==> config.mk <==
export PLATFORM = sky130hd
export DESIGN_NAME = ddot_feeder
export DESIGN_NICKNAME = d
export VERILOG_FILES = /design/src/rtl/ddot_feeder.sv
export SDC_FILE = /design/constraint.sdc
export NUM_CORES = 1
export LEC_CHECK = 0
export BUFFER_PORTS_ARGS = -buffer_cell sky130_fd_sc_hd__buf_2
export CAP_MARGIN = 0
export CORE_AREA = 2 2 246 248
export DETAILED_ROUTE_END_ITERATION = 12
export DIE_AREA = 0 0 248 250
export MAX_ROUTING_LAYER = met4
export SETUP_SLACK_MARGIN = 0.4
export SYNTH_ARGS = -nofsm -noshare
export SYNTH_HDL_FRONTEND = slang
export SYNTH_SLANG_ARGS = --single-unit
==> constraint.sdc <==
create_clock -name clk -period 4.21 [get_ports clk]
set_clock_uncertainty 0.05 [all_clocks]
set_input_delay 0.421 -clock clk [delete_from_list [all_inputs] [get_ports clk]]
set_output_delay 0.421 -clock clk [all_outputs]
set_load 0.02 [all_outputs]
==> src/rtl/ddot_feeder.sv <==
// ddot_feeder: gathers 16 streamed operand words for the 8-lane FP32 dot-product unit,
// starts it with a one-cycle ready pulse and returns its result over a valid/ready port.
module ddot_feeder #(
    parameter int TIMEOUT = 16,
    parameter int CNT_W   = 16
) (
    input  logic             clk,
    input  logic             rst,
    input  logic             in_valid,
    input  logic [31:0]      in_data,
    output logic             in_ready,
    output logic [31:0]      ddot_x0,
    output logic [31:0]      ddot_x1,
    output logic [31:0]      ddot_x2,
    output logic [31:0]      ddot_x3,
    output logic [31:0]      ddot_x4,
    output logic [31:0]      ddot_x5,
    output logic [31:0]      ddot_x6,
    output logic [31:0]      ddot_x7,
    output logic [31:0]      ddot_y0,
    output logic [31:0]      ddot_y1,
    output logic [31:0]      ddot_y2,
    output logic [31:0]      ddot_y3,
    output logic [31:0]      ddot_y4,
    output logic [31:0]      ddot_y5,
    output logic [31:0]      ddot_y6,
    output logic [31:0]      ddot_y7,
    output logic             ddot_ready,
    input  logic             ddot_vld,
    input  logic [31:0]      ddot_z,
    output logic             res_valid,
    output logic [31:0]      res_data,
    input  logic             res_ready,
    output logic             busy,
    output logic             err,
    output logic [CNT_W-1:0] done_cnt
);
    localparam int TW = $clog2(TIMEOUT);
    typedef enum logic [1:0] {LOAD, ISSUE, WAIT, RESULT} state_t;
    state_t state, state_n;
    logic [3:0] idx;
    logic [31:0] xr [8];
    logic [31:0] yr [8];
    logic [TW-1:0] tcnt;
    logic accept, timeout;
    assign in_ready = state == LOAD;
    assign busy     = state != LOAD;
    assign accept   = in_valid & in_ready;
    assign timeout  = state == WAIT && !ddot_vld && tcnt == TW'(TIMEOUT - 1);
    always_ff @(posedge clk or negedge rst) begin
        if (!rst) state <= LOAD;
        else      state <= state_n;
    end
    always_comb begin
        state_n = state;
        case (state)
            LOAD:    state_n = (accept && idx == 4'd15) ? ISSUE : LOAD;
            ISSUE:   state_n = WAIT;
            WAIT:    state_n = ddot_vld ? RESULT : (timeout ? LOAD : WAIT);
            RESULT:  state_n = res_ready ? LOAD : RESULT;
            default: state_n = LOAD;
        endcase
    end
    // ddot_ready is a flop loaded from the next state so it is high exactly while in ISSUE
    always_ff @(posedge clk or negedge rst) begin
        if (!rst) begin
            idx        <= '0;
            tcnt       <= '0;
            ddot_ready <= 1'b0;
            res_valid  <= 1'b0;
            res_data   <= '0;
            err        <= 1'b0;
            done_cnt   <= '0;
            for (int i = 0; i < 8; i++) begin
                xr[i] <= '0;
                yr[i] <= '0;
            end
        end else begin
            ddot_ready <= state_n == ISSUE;
            if (accept) begin
                if (idx[3]) yr[idx[2:0]] <= in_data;
                else        xr[idx[2:0]] <= in_data;
                idx <= idx + 4'd1;
            end
            if (state == ISSUE)                tcnt <= '0;
            else if (state == WAIT && !ddot_vld) tcnt <= tcnt + 1'b1;
            if (state == WAIT && ddot_vld) begin
                res_data  <= ddot_z;
                res_valid <= 1'b1;
            end
            if (state == RESULT && res_ready) begin
                res_valid <= 1'b0;
                done_cnt  <= done_cnt + 1'b1;
            end
            if (timeout) err <= 1'b1;
        end
    end
    assign ddot_x0 = xr[0];
    assign ddot_x1 = xr[1];
    assign ddot_x2 = xr[2];
    assign ddot_x3 = xr[3];
    assign ddot_x4 = xr[4];
    assign ddot_x5 = xr[5];
    assign ddot_x6 = xr[6];
    assign ddot_x7 = xr[7];
    assign ddot_y0 = yr[0];
    assign ddot_y1 = yr[1];
    assign ddot_y2 = yr[2];
    assign ddot_y3 = yr[3];
    assign ddot_y4 = yr[4];
    assign ddot_y5 = yr[5];
    assign ddot_y6 = yr[6];
    assign ddot_y7 = yr[7];
endmodule

==> results.cfg, run 1 <==
[outcome]
outcome = completed

[detailed_routing]
wl_per_cell_um = 22.7
firstDrtPassIters = 4
drt_iter0_drc = 667
drc = 0
drt_wl_total_um = 63900
viasPerCell = 4.87
vias = 13700
postRouteAntennaNets = 0

[clock_network]
clk_latency_ns = 0.58
numCtsBuffers = 59
htreeDepth = 2
ctsResizeCount = 0
cts-root-buf = clkbuf_16
cts_tree = yes
path_clk_slew_ns = 0.06
clock_sinks = 573
cts_buffer_depth = 3

[timing]
post-route-period-util = 0.721
finalCriticalPeriod_ns = 3.04
setup_violations = 0
setup_tns_ns = 0
clock.fmax_mhz = 329
hold_violations = 0
slew_violations = 0
whs_ns = 0.0356
rsz0062_at_grt = false
slew-limit-headroom = 0.256
tightest_slew_ns = 1.11

[floorplan]
rows = 90
fp.dieArea_um2 = 62000
core_area_um2 = 59600
die_height_um = 250
boundaryPins = 634
die_x_um = 248
start_util = 0.364

[placed_design]
place_area_um2 = 25700
hpwl_um = 45300
gp_congestion = 0.796
port-buffer-count = 633

[cells_and_area]
fillerInstances = 5311
layout_commonest_cell = buf_2
final_cell_mix = 632 x buf_2, 573 x dfrtp_1, 485 x mux2_2
design_area_um2 = 28100
area_growth_pct = 29.3
layout.nets = 2057
drive_above_1_share = 0.616
utilization = 0.471

[setup_path]
crit_arrival_ns = 3.46
cp_data_required_time_ns = 4.64
start_kind = flop
critPathMaxFanout = 32
regToRegSetupSlack_ns = 1.17
critPathCaptureType = flop
crit_type = reg2reg

[synth]
syn_inst = 1329
netlist-cell-type-count = 44
ys_top_cells_by_area = dfrtp_1 66%, mux2_2 25%, mux2_1 3.2%
synth_warnings = 0
synth.avg_cell_area_um2 = 16.3
ys_seq_area_frac = 0.661
yosysTopAreaCell = dfrtp_1
synth_top_area_share = 0.661
synth-seq-cells = 573
synth_nets = 1401
syn_area_um2 = 21700

[pwr]
p_leak_nw = 14.6
ir_worst_vdd_v = 0.000442
p_per_area_nw_per_um2 = 844

[run]
drv_cap = 0

[grt]
grt_pass1_wl_um = 93800
grt_use_total = 0.208
grt_pass1_vias = 14200
grt_max_degree = 103
grt_overflow_total = 0
antenna_found_initial = 3

[hold_path]
hp-class = in2reg
-- per-stage QoR --
step | std cells | power [W] | setup WS (ns)
detailed placement | 2674 | 0.0185 | 1.14
global placement | 2674 | 0.0183 | 1.24
CTS | 2814 | 0.0240 | 1.14
floorplan | 1329 | 0.0146 | 2.16
finish | 2816 | 0.0237 | 1.17
global route | 2816 | 0.0249 | 1.01
-- per-layer routing --
metal / vias up / track usage / share of wire
met5: - / - / 0
met4: 0 / 0.0633 / 0.029
met3: 103 / 0.0576 / 0.078
met2: 426 / 0.339 / 0.50
met1: 7205 / 0.251 / 0.39
li1: 5990 / - / -
-- cells by family (layout without fill, tap and decap cells) --
| group | count (synthesis) | in the layout | synth area share |
|---|---|---|---|
| simple gates | 78 | 78 | 0.0216 |
| buf+inv | 97 | 800 | 0.0217 |
| flops | 573 | 573 | 0.661 |
| compound gates | 16 | 16 | 0.00421 |
| other cells | 0 | 2 | 0 |
| xor+xnor | 16 | 16 | 0.00646 |
| mux | 546 | 546 | 0.283 |
| fa+ha+maj | 3 | 3 | 0.00173 |
-- power by group --
part	switching, W	internal, W	total, W
sequential	0.00130	0.00789	0.00919
clock	0.00213	0.00320	0.00533
combinational	0.00562	0.00355	0.00917
-- cell type report --
type | count | area [µm²] | area share
Antenna cell | 2 | 5.00 | 0.000178
Clock buffer | 90 | 1780 | 0.0633
Clock inverter | 18 | 233 | 0.00829
Inverter | 4 | 15.0 | 0.000535
Multi-Input combinational cell | 659 | 6940 | 0.247
Sequential cell | 573 | 14300 | 0.511
Tap cell | 782 | 978 | 0.0349
Timing Repair Buffer | 688 | 3770 | 0.134
-- cell usage after synthesis (all sizes together) --
master / instances
a21oi: 5
a22oi: 1
a41o: 1
and2: 1
and3: 2
and4: 1
buf: 52
clkbuf: 41
dfrtp: 573
ha: 3
inv: 4
mux2: 546
nand2: 21
nand2b: 1
nand3: 13
nand3b: 2
nand4: 3
nand4b: 1
nor2: 14
nor2b: 3
nor3: 7
nor3b: 2
nor4: 1
nor4b: 2
o21ai: 8
o221ai: 1
or2: 1
or3: 1
or4: 1
or4b: 1
xnor2: 11
xor2: 5
-- timing repair --
item,4_1_cts,5_1_grt
endpoints found under the hold margin,124,0
hold buffers,32,0
setup buffers,0,0
-- worst max-delay path: stages (launching register included) --
cell and delay [ns]:
dfrtp_1 0.60, or4b_1 0.86, nor2_4 0.23, nand2_2 0.55, mux2_1 0.56
-- final timing paths --
kind / cells past startpoint / endpoint / from
worst max-delay path: 4 / ddot_x0[1]$_DFFE_PN0P_ / state[0]$_DFF_PN0_
worst min-delay path: 2 / res_data[29]$_DFFE_PN0P_ / ddot_z[29]
worst max register to register: 4 / ddot_x0[1]$_DFFE_PN0P_ / state[0]$_DFF_PN0_
worst min register to register: 1 / err$_DFFE_PN0N_ / err$_DFFE_PN0N_
max in group asynchronous: 3 / ddot_x2[25]$_DFFE_PN0P_ / rst
min in group asynchronous: 2 / ddot_y2[17]$_DFFE_PN0P_ / rst
Power figures use the tool's default switching activity.
==> run 2, diff against run 1 <==
--- a/config.mk
+++ b/config.mk
@@ -5,12 +5,14 @@
 export SDC_FILE = /design/constraint.sdc
 export NUM_CORES = 1
 export LEC_CHECK = 0
+export ABC_AREA = 1
 export BUFFER_PORTS_ARGS = -buffer_cell sky130_fd_sc_hd__buf_2
 export CAP_MARGIN = 0
-export CORE_AREA = 2 2 246 248
+export CORE_AREA = 2 2 245 247
 export DETAILED_ROUTE_END_ITERATION = 12
-export DIE_AREA = 0 0 248 250
+export DIE_AREA = 0 0 247 249
 export MAX_ROUTING_LAYER = met4
+export PLACE_DENSITY = 0.66
 export SETUP_SLACK_MARGIN = 0.4
 export SYNTH_ARGS = -nofsm -noshare
 export SYNTH_HDL_FRONTEND = slang
==> constraint.sdc (replaced) <==
create_clock -name clk -period 2.6 [get_ports clk]
set_clock_uncertainty 0.05 [all_clocks]
set_input_delay 0.26 -clock clk [delete_from_list [all_inputs] [get_ports clk]]
set_output_delay 0.26 -clock clk [all_outputs]
set_load 0.02 [all_outputs]
==> results.cfg, run 2 <==
[outcome]
outcome = completed

[setup_path]
rr_endpoint = ddot_y2[13]$_DFFE_PN0P_
start_kind = flop
cp_data_required_time_ns = 3.10
critPathMaxFanout = 32
reg2reg_from = state[1]$_DFF_PN0_
crit_arrival_ns = 2.57
crit_type = reg2reg
critPathCaptureType = flop
regToRegSetupSlack_ns = 0.53
worstRegToRegCells = 8

[clock_network]
htreeDepth = 2
cts-root-buf = clkbuf_16
cts_tree = yes
numCtsBuffers = 61
cts_buffer_depth = 3
path_clk_slew_ns = 0.06
clk_latency_ns = 0.63
clock_sinks = 573

[grt]
antenna_found_initial = 1
grt_use_total = 0.277
grt_overflow_total = 0
grt_pass1_vias = 19300
grt_pass1_wl_um = 125000
grt_max_degree = 111

[detailed_routing]
postRouteAntennaNets = 0
firstDrtPassIters = 6
vias = 20200
drt_iter0_drc = 1653
drc = 0
drt_wl_total_um = 84300
wl_per_cell_um = 21.5
viasPerCell = 5.14

[synth]
netlist-cell-type-count = 30
synth.most_common_cell = nand2_1
ys_seq_area_frac = 0.613
syn_inst = 2529
ys.flop_type = dfrtp_1
synth_nets = 2601
synth-edff-count = 0
syn_area_um2 = 23400
synth-seq-cells = 573
ys_top_cells_by_area = dfrtp_1 61%, nand2_1 17%, o21ai_0 10%
yosysTopAreaCell = dfrtp_1
synth.avg_cell_area_um2 = 9.25
synth_top_area_share = 0.613
synth_warnings = 0
synth_commonest_cells = 1066 x nand2_1, 573 x dfrtp_1, 486 x o21ai_0, 120 x clkbuf_1, 47 x buf_2
async_reset_ff_frac = 1.00

[cells_and_area]
design_area_um2 = 29400
regArea_um2 = 14300
utilization = 0.501
fillerInstances = 5515
insertedDiodeCount = 0
area_growth_pct = 25.7
layout.nets = 3166
layout_commonest_cell = nand2_1
drive_above_1_share = 0.274
multi_input_area_um2 = 7740
final_cell_mix = 1065 x nand2_1, 632 x buf_2, 573 x dfrtp_1

[pwr]
seqPwrFrac = 0.373
p_clk_frac = 0.235
power.share.switching = 0.430
p_leak_nw = 16.6
intPower_w = 0.0219
ir_worst_vdd_v = 0.000753
p_per_area_nw_per_um2 = 1310
netSwitchingPower_w = 0.0165
comb_power_share = 0.392

[floorplan]
boundaryPins = 634
die_x_um = 247
rows = 89
start_util = 0.399
fp.dieArea_um2 = 61500
die_height_um = 249
core_area_um2 = 58700

[placed_design]
port-buffer-count = 633
gp_congestion = 0.885
hpwl_um = 54400
place_area_um2 = 26900

[hold_path]
hold_start = in_data[4]
hp-class = in2reg
min_to = ddot_x2[4]$_DFFE_PN0P_
min_path_cells = 3

[run]
drv_cap = 0

[timing]
post-route-period-util = 0.796
setup_tns_ns = 0
finalCriticalPeriod_ns = 2.07
slew_violations = 0
rsz0062_at_grt = true
hold_violations = 0
slew-limit-headroom = 0.471
clock.fmax_mhz = 483
setup_violations = 0
tightest_slew_ns = 0.793
-- run 2: changes by cell type in the layout (fill, tap and decap cells not counted), sizes merged, moves of 7 or more --
cell,before,now
buf,656,697
inv,5,22
mux2,546,32
nand2,21,1067
nand3,13,21
nor2,14,38
o21ai,8,517
xnor2,11,4
-- run 2: worst max-delay path, cell delays in order, from the launching register on --
cell and delay [ns]:
dfrtp_1 0.49, nor2_4 0.17, nand2_4 0.09, inv_2 0.10, nand2_4 0.28, nor2_4 0.16
buf_4 0.39, nand2_1 0.13, nand2_1 0.09
-- run 2: layer usage --
layer | global-route usage | up-vias | wire, µm
li1 | - | 9202 | -
met1 | 0.369 | 9868 | 35300
met2 | 0.424 | 912 | 39300
met3 | 0.0540 | 169 | 6720
met4 | 0.0941 | 0 | 3050
met5 | - | - | 0
-- run 2: cell families after synthesis --
logic type | after synthesis | share of synthesized area
xor+xnor | 14 | 0.00524
flops | 573 | 0.613
compound gates | 519 | 0.111
fa+ha+maj | 3 | 0.00160
mux | 32 | 0.0154
buf+inv | 252 | 0.0619
simple gates | 1136 | 0.192
-- run 2: worst max path at each step --
stage	end	startpoint	cells after the start	slack (ns)
finish	ddot_y2[13]$_DFFE_PN0P_	state[1]$_DFF_PN0_	8	0.53
global route	ddot_y2[13]$_DFFE_PN0P_	state[1]$_DFF_PN0_	8	0.39
CTS	ddot_x0[8]$_DFFE_PN0P_	state[1]$_DFF_PN0_	6	0.42
detailed placement	ddot_x0[8]$_DFFE_PN0P_	state[1]$_DFF_PN0_	6	0.44
global placement	ddot_x3[2]$_DFFE_PN0P_	state[1]$_DFF_PN0_	6	0.50
floorplan	ddot_x0[22]$_DFFE_PN0P_	state[1]$_DFF_PN0_	9	0.83
-- run 2: power by group through the flow --
stage / sequential (W) / combinational, W / clock [W]
floorplan: 0.0184 / 0.00467 / 0
global placement: 0.0144 / 0.0148 / 0
detailed placement: 0.0144 / 0.0151 / 0
CTS: 0.0143 / 0.0151 / 0.00917
global route: 0.0148 / 0.0162 / 0.00954
finish: 0.0144 / 0.0151 / 0.00904
-- run 2: stage by stage --
stage	cells	total power, W	worst slack [ns]	hold slack, ns
floorplan	2529	0.0230	0.829	-0.0856
global placement	3760	0.0292	0.496	0.194
detailed placement	3760	0.0295	0.441	0.195
CTS	3911	0.0386	0.421	0.00765
global route	3919	0.0405	0.388	0.0293
finish	3919	0.0385	0.531	0.0435
-- run 2: repair_timing --
item	CTS	global route
endpoints found under the setup margin	0	226
setup buffers	0	7
hold endpoints to repair	159	0
hold buffers	36	0
resized for setup	0	3
-- run 2: area by class of cell --
| type | count | share of cell area |
|---|---|---|
| sequential | 573 | 0.488 |
| multi-input combinational | 1705 | 0.263 |
| timing repair buffer | 733 | 0.143 |
| clock buffer | 94 | 0.0626 |
| tap | 773 | 0.0329 |
| clock inverter | 21 | 0.00851 |
| inverter | 20 | 0.00255 |
